<file path="src/rtl/iir_output_decimator.sv">
// -----------------------------------------------------------------------------
// iir_output_decimator
//
// Consumer end of the IIR low-pass filter path. The block takes one filter
// output sample per clock. After enable it discards a warm-up interval while
// the filter settles. It then block-averages DECIM = 2**LOG2_DECIM consecutive
// samples into one output word. Averaged words are queued in a small
// first-word-fall-through FIFO and offered on a valid/ready stream.
//
// Optional feature, selected by the macro IIR_DECIM_ROUND_EN:
//   defined   : round-half-up, (sum + 2**(LOG2_DECIM-1)) >>> LOG2_DECIM,
//               saturated to the positive limit of the DATA_W signed range
//   undefined : truncating arithmetic shift, sum >>> LOG2_DECIM
//
// Ports
//   clk        in   system clock, which is also the filter sample clock
//   reset      in   synchronous, active-high reset
//   en         in   run enable; low returns the averager to IDLE
//   y_in       in   signed filter output sample, valid every cycle
//   m_tdata    out  signed averaged word (0 while the FIFO is empty)
//   m_tvalid   out  m_tdata valid (FIFO not empty)
//   m_tready   in   downstream accept; transfer on m_tvalid & m_tready
//   clr_ovf    in   clears the overflow flag (a new drop on the same cycle wins)
//   overflow   out  sticky: a word was dropped because the FIFO was full
//   fifo_level out  current FIFO occupancy, 0..FIFO_DEPTH
// -----------------------------------------------------------------------------
module iir_output_decimator #(
  parameter int DATA_W        = 16,
  parameter int LOG2_DECIM    = 6,
  parameter int SETTLE_CYCLES = 256,
  parameter int FIFO_DEPTH    = 8
) (
  input  logic                            clk,
  input  logic                            reset,
  input  logic                            en,
  input  logic signed [DATA_W-1:0]        y_in,
  output logic signed [DATA_W-1:0]        m_tdata,
  output logic                            m_tvalid,
  input  logic                            m_tready,
  input  logic                            clr_ovf,
  output logic                            overflow,
  output logic [$clog2(FIFO_DEPTH):0]     fifo_level
);

  localparam int DECIM = 1 << LOG2_DECIM;
  // The accumulator holds the sum of DECIM samples, so it cannot overflow.
  localparam int ACC_W = DATA_W + LOG2_DECIM;
  localparam int CNT_W = (LOG2_DECIM > 0) ? LOG2_DECIM : 1;
  localparam int SET_W = (SETTLE_CYCLES > 1) ? $clog2(SETTLE_CYCLES) : 1;
  localparam int PTR_W = $clog2(FIFO_DEPTH);
  localparam int LVL_W = PTR_W + 1;

  localparam logic [CNT_W-1:0] CNT_LAST = CNT_W'(DECIM - 1);
  localparam logic [SET_W-1:0] SET_LAST =
    (SETTLE_CYCLES > 0) ? SET_W'(SETTLE_CYCLES - 1) : '0;

  localparam logic [1:0] ST_IDLE   = 2'd0;
  localparam logic [1:0] ST_SETTLE = 2'd1;
  localparam logic [1:0] ST_ACCUM  = 2'd2;

  logic [1:0]              r_state;
  logic signed [ACC_W-1:0] r_acc;
  logic [CNT_W-1:0]        r_cnt;
  logic [SET_W-1:0]        r_settle;

  logic signed [ACC_W-1:0]  w_sum;
  logic signed [DATA_W-1:0] w_word;
  logic                     w_last;
  logic                     w_push;

  // The size cast of a signed operand sign-extends the sample into the
  // accumulator width.
  assign w_sum  = r_acc + ACC_W'(y_in);
  assign w_last = (r_cnt == CNT_LAST);
  // A push happens only on the terminal accumulate cycle of a live run.
  // Dropping en on that cycle discards the block.
  assign w_push = en && (r_state == ST_ACCUM) && w_last;

`ifdef IIR_DECIM_ROUND_EN
  localparam int RND_INT = (LOG2_DECIM > 0) ? (1 << (LOG2_DECIM - 1)) : 0;
  localparam logic signed [ACC_W:0] RND_BIAS = (ACC_W + 1)'(RND_INT);
  localparam logic signed [ACC_W:0] W_MAX    =
    {{(LOG2_DECIM + 2){1'b0}}, {(DATA_W - 1){1'b1}}};

  logic signed [ACC_W:0] w_biased;
  logic signed [ACC_W:0] w_rnd;

  // One extra bit of headroom so that the bias cannot wrap a full-scale sum.
  assign w_biased = (ACC_W + 1)'(w_sum) + RND_BIAS;
  assign w_rnd    = w_biased >>> LOG2_DECIM;
  // The bias is positive, so only the positive limit can be exceeded.
  assign w_word   = (w_rnd > W_MAX) ? DATA_W'(W_MAX) : DATA_W'(w_rnd);
`else
  // The arithmetic shift rounds toward -inf. The average of DATA_W-bit samples
  // always fits in DATA_W bits, so the upper bits can be dropped.
  assign w_word = DATA_W'(w_sum >>> LOG2_DECIM);
`endif

  // ---------------------------------------------------------------------------
  // Settle / accumulate control
  // ---------------------------------------------------------------------------
  // NOTE: state registers use non-blocking assignments so that every flop
  // samples the pre-edge values, independent of the order of the blocks.
  always_ff @(posedge clk) begin
    if (reset || !en) begin
      r_state  <= ST_IDLE;
      r_acc    <= '0;
      r_cnt    <= '0;
      r_settle <= '0;
    end else begin
      case (r_state)
        ST_IDLE: begin
          r_state <= (SETTLE_CYCLES == 0) ? ST_ACCUM : ST_SETTLE;
        end
        ST_SETTLE: begin
          if (r_settle == SET_LAST) begin
            r_settle <= '0;
            r_state  <= ST_ACCUM;
          end else begin
            r_settle <= r_settle + 1'b1;
          end
        end
        ST_ACCUM: begin
          // The terminal sample is folded into w_word, not into r_acc.
          // The next block therefore starts on the very next cycle.
          if (w_last) begin
            r_acc <= '0;
            r_cnt <= '0;
          end else begin
            r_acc <= w_sum;
            r_cnt <= r_cnt + 1'b1;
          end
        end
        default: r_state <= ST_IDLE;
      endcase
    end
  end

  // ---------------------------------------------------------------------------
  // Output FIFO (first-word fall-through)
  // ---------------------------------------------------------------------------
  logic signed [DATA_W-1:0] r_mem [FIFO_DEPTH];
  logic [PTR_W-1:0]         r_wr_ptr;
  logic [PTR_W-1:0]         r_rd_ptr;
  logic [LVL_W-1:0]         r_level;
  logic                     r_ovf;

  logic w_full;
  logic w_pop;
  logic w_wr;
  logic w_drop;

  assign w_full = (r_level == LVL_W'(FIFO_DEPTH));
  assign w_pop  = m_tvalid && m_tready;
  // A pop on a full FIFO frees the slot that the push reuses on the same edge.
  assign w_wr   = w_push && (!w_full || w_pop);
  assign w_drop = w_push && w_full && !w_pop;

  // NOTE: the storage array is not reset. Occupancy is tracked by the reset
  // pointers and level, and the output word is gated while the FIFO is empty.
  always_ff @(posedge clk) begin
    if (w_wr) begin
      r_mem[r_wr_ptr] <= w_word;
    end
  end

  always_ff @(posedge clk) begin
    if (reset) begin
      r_wr_ptr <= '0;
      r_rd_ptr <= '0;
      r_level  <= '0;
    end else begin
      if (w_wr)  r_wr_ptr <= r_wr_ptr + 1'b1;
      if (w_pop) r_rd_ptr <= r_rd_ptr + 1'b1;
      case ({w_wr, w_pop})
        2'b10:   r_level <= r_level + 1'b1;
        2'b01:   r_level <= r_level - 1'b1;
        default: r_level <= r_level;
      endcase
    end
  end

  // A drop on the same cycle as clr_ovf takes priority, so no event is lost.
  always_ff @(posedge clk) begin
    if (reset) begin
      r_ovf <= 1'b0;
    end else if (w_drop) begin
      r_ovf <= 1'b1;
    end else if (clr_ovf) begin
      r_ovf <= 1'b0;
    end
  end

  assign m_tvalid   = (r_level != '0);
  assign m_tdata    = m_tvalid ? r_mem[r_rd_ptr] : '0;
  assign overflow   = r_ovf;
  assign fifo_level = r_level;

endmodule
</file>
<file path="config.mk">
export PLATFORM = sky130hd
export DESIGN_NAME = iir_output_decimator
export DESIGN_NICKNAME = d
export VERILOG_FILES = /design/src/rtl/iir_output_decimator.sv
export SDC_FILE = /design/constraint.sdc
export NUM_CORES = 1
export LEC_CHECK = 0
export CAP_MARGIN = 20
export CORE_MARGIN = 2
export CORE_UTILIZATION = 65
export DETAILED_ROUTE_END_ITERATION = 12
export DONT_BUFFER_PORTS = 1
export PLACE_DENSITY_LB_ADDON = 0.3
export SLEW_MARGIN = 0
export SYNTH_ARGS = -nofsm -noshare
export SYNTH_HDL_FRONTEND = slang
export SYNTH_SLANG_ARGS = --single-unit
</file>
<file path="constraint.sdc">
create_clock -name clk -period 8.65 [get_ports clk]
set_clock_uncertainty 0.2 [all_clocks]
set_input_delay 1.2975 -clock clk [delete_from_list [all_inputs] [get_ports clk]]
set_output_delay 1.2975 -clock clk [all_outputs]
set_load 0.03 [all_outputs]
</file>
Word level (Yosys, flattened, before mapping) --
Memory sizes are Yosys's and may differ from the RTL's. A register that Yosys moved wholly into a read port is not among the register bits. Index checks and enable logic that the tools add are counted.
Cells by class: bitwise gates (word level) 1, reductions and logical operators 16, add/subtract/negate cells 7, eq/ne operators 8, mux-type cells 13
Operator list (number):
- $add A22 B16 Y22 | 1
- $mux W22 | 1
- $mux W16 | 1
- $add A8 B1 Y8 const B | 1
- $eq A8 B8 Y1 const B | 1
- $mux W8 | 1
- $pmux W4 S2 | 1
- $add A3 B1 Y3 const B | 2
- $add A6 B1 Y6 const B | 1
- $eq A6 B6 Y1 const B | 1
- $logic_and A1 B1 Y1 | 6
- $mux W3 | 2
- $mux W6 | 1
- $pmux W2 S3 | 1
- $add A4 B1 Y4 const B | 1
- $eq A2 B1 Y1 const B | 2
- $eq A2 B2 Y1 const B | 2
- $eq A4 B4 Y1 const B | 1
- $mux W1 | 4
- $reduce_bool A2 Y1 | 2
- $reduce_bool A4 Y1 | 1
- $sub A4 B1 Y4 const B | 1
- $logic_not A1 Y1 | 3
- $logic_not A2 Y1 | 1
- other kinds (5) | 6
Storage, ports and cells: logic and storage cells 54, output and inout bits 22, register bits 49, memories kept 1, bits in writable memories 128, bits of input ports 21
Memories:
- r_mem | words 8, bits a word 16, rd ports 1, clocked after Yosys merged registers in 1, wr ports 1, RTL line 142 | logic signed [DATA_W-1:0] r_mem [FIFO_DEPTH];

Depth between registers and ports, before layout --
word-level depth 6, gate-level depth with buffers 13, gate-level depth less buffers 13

Worst setup path before layout --
OpenSTA, ideal clock, no wires.
path kind input -> register, start point input m_tready, end point memory r_mem[4][0] (enable), arrival time 3.166 ns, setup slack 4.875 ns, data required time 8.041 ns, stages 5, library setup time 0.409 ns, buffers on the path 1, path through clkbuf_1 > nor3b_1 > nor2_1 > nand2_1 > nor3_1
Between the ends: word-level cells in the longest chain between the ends 5
RTL lines:
- start: declaration | RTL line 39 | input logic m_tready,
- $logic_and A1 B1 Y1 | RTL line 154 | assign w_pop = m_tvalid && m_tready;
- $logic_or A1 B1 Y1 | RTL line 156 | assign w_wr = w_push && (!w_full || w_pop);
- $logic_and A1 B1 Y1 | RTL line 156
- $mux W1 | RTL line 162 | if (w_wr) begin
- $mux W1 (not written as such) | RTL line 163 | r_mem[r_wr_ptr] <= w_word;
- end: declaration | RTL line 142
Every way passes these cells.

==> impl_metrics.csv <==
group,metric,value,unit
placed_design,globalplace.congestion,0.885,
detailed_routing,drc_errors,0,
yosys,synth_top_family_by_area,"multiplexers",
finish,fillers,734,
power,p_per_area,237,mW/mm²
clock_tree,clock_sinks,180,
clock_tree,clock_latency,0.43,ns
grt,globalRoute.totalOverflow,0,
finish,layout-drive-gt1-share,15.6,%
clock_tree,tritoncts,"built",
grt,grt_max_degree,33,
grt,antenna_found_initial,0,
yosys,ys_seq_area_share,60.5,%
finish,multiInputGateArea,0.00309,mm²
detailed_routing,final_antenna_net_count,0,
grt,use_met2,42.9,%
die,die_h,115,µm
clock_tree,clockRootBuffer,"clkbuf_16",
die,initial_utilization,66.9,%
yosys,synth_xor_area_share,3.36,%
power,power,0.00210,W
finish,area_growth_syn_to_layout,9.90,%
grt,busiest_layer,"met2",
sta,fin_crit,3.94,ns
yosys,syn_avg_cell_area,13.7,µm²
clock_tree,post_cts_resize_count,0,
grt,grt_pass1_vias,5002,
sta,fmax,0.254,GHz
finish,nNetsFinal,640,
sta,maxSlewViolCount,0,
finish,seqCellArea,0.00489,mm²
setup_path,cp-start-kind,"flop",
yosys,synth-adder-area-share,4.68,%
yosys,synth_edf_count,128,
yosys,syn-num-nets,640,
setup_path,cp.arrival,2.44,ns
yosys,synth.most_common_cell,"edfxtp_1",
yosys,syn_area,0.00807,mm²
yosys,yosys.area.top_type,"edfxtp_1",
power,p_leak,2.96,nW
sta,finalSetupViolations,0,
grt,use_met3,5.81,%
power,ir_worst_vdd,0.000133,V
detailed_routing,avgRoutedWirePerCell,21.2,µm
detailed_routing,viasPerCell,6.42,
yosys,synth-compound-area-share,9.41,%
sta,finalHoldViolCount,0,
status,outcome,"complete, no violations",
grt,grtUsageTotal,26.4,%
die,die_w,115,µm
setup_path,critPathMaxFanout,32,
clock_tree,clk_pin_slew,0.07,ns
detailed_routing,first_pass_iters,5,
yosys,ys_ff_latch,180,
detailed_routing,drtIter0Drc,448,
yosys,async_flop_share,0,%
sta,setup_tns,0,ns
sta,worst_pin_slew,1.14,ns
detailed_routing,wirelength,16400,µm
sta,slew_headroom,23.8,%
finish,utilization,73.6,%
sta,finalCritPeriodShare,45.5,%
placed_design,portBuffers,0,
clock_tree,numCtsBuffers,17,
grt,grt_pass1_wl,26100,µm
setup_path,end_kind,"output port",
yosys,yosysWarnings,0,
clock_tree,clock_path_buffers,2,
flow_run,drv_cap,0,
setup_path,critPathRequiredTime,7.15,ns
yosys,synth_common_cells,"128 x edfxtp_1, 66 x nor2_1, 52 x dfxtp_1",
die,core,0.0121,mm²
yosys,yosys_most_used_dff,"edfxtp_1",
finish,antenna_cells,0,
clock_tree,cts_setup_buffers,0,
hold_path,hold_path_class,"reg2reg",
placed_design,hpwl,10100,µm
die,dieArea,0.0133,mm²
yosys,synth_area_leaders,"edfxtp_1 48%, dfxtp_1 13%, mux4_2 8.9%",
yosys,netlist.area_leader.share,47.6,%
detailed_routing,num_vias,4952,
yosys,synth-simple-area-share,8.97,%
yosys,synth_mux_area_share,11.4,%
clock_tree,h-tree-depth,4,
die,ios,43,
setup_path,path_class,"reg2out",
yosys,synth.distinct_cells,54,
yosys,syn-instance-count,590,
die,num_rows,40,
clock_tree,cts_hold_buf,0,
sta,rsz0062_at_grt,"false",
grt,global_route.usage.met1,35.7,%
[critical path: stages, from the launching register on]
cell and delay [ns]:
dfxtp_2 0.31, buf_4 0.51, mux4_2 0.59, mux2i_1 0.36, nor2_1 0.24
[cell type report]
cell class | instances | share of cell area [%]
sequential | 180 | 55.1
multi-input combinational | 376 | 34.8
clock buffer | 18 | 5.08
tap | 168 | 2.37
clock inverter | 14 | 1.71
timing repair buffer | 5 | 0.508
inverter | 10 | 0.423
[cell families (layout without fill, tap and decap cells)]
kind of cell	Yosys count	count (layout)
fa+ha+maj	29	29
mux	52	52
compound gates	111	111
simple gates	153	153
flops	180	180
xor+xnor	31	31
buf+inv	34	47
[worst paths after layout]
| kind | startpoint | cells after the start | slack [ns] | end |
|---|---|---|---|---|
| min | r_acc[0] | 2 | 0.27 | r_acc[0] |
| max reg2reg | r_cnt[0] | 7 | 5.27 | r_mem[5][12] |
| max | flop | 4 | 4.71 | m_tdata[2] |
| min reg2reg | r_acc[0] | 2 | 0.27 | r_acc[0] |
[metrics by stage]
step / std cells / hold slack [ns] / setup slack (ns) / cell area, µm²
after global routing: 771 / 0.299 / 4.57 / 8870
after detailed placement: 737 / 0.264 / 4.74 / 8250
after floorplan: 590 / 0.236 / 4.87 / 8070
final: 771 / 0.273 / 4.71 / 8870
after global placement: 737 / 0.251 / 4.88 / 8250
after CTS: 769 / 0.275 / 4.71 / 8850
[sequential cells by signal, summed over array words and instances (netlist names), named ones only]
signal and cells:
r_wr_ptr 3, r_settle 8, r_cnt 6, r_state 2
fifo_level 4, r_mem 128, r_rd_ptr 3, r_acc 22
overflow 1
[cells in the final DEF, fill, tap and decap left out, types with 8 or more instances in the layout]
cell and count:
a21oi_1 39, a22o_1 15, clkbuf_16 18, dfxtp_1 50
edfxtp_1 128, ha_1 27, inv_1 8, inv_6 8
mux2i_1 20, mux4_2 32, nand2_1 27, nand3_1 16
nor2_1 60, o21ai_0 9, xnor2_1 21, xor2_1 10
[power by group]
part           switching [W]  internal, W  total [W]
clock               0.000345     0.000428   0.000774
combinational       0.000239     0.000128   0.000367
sequential         0.0000269     0.000931   0.000958
[layer usage]
layer  routed length [µm]  vias to the layer above
met5                    0                        -
met4                  229                        0
met3                 1140                       19
met2                 8180                      210
met1                 6820                     2465
li1                     -                     2258
No activity file was read; power rests on OpenSTA's default activity.
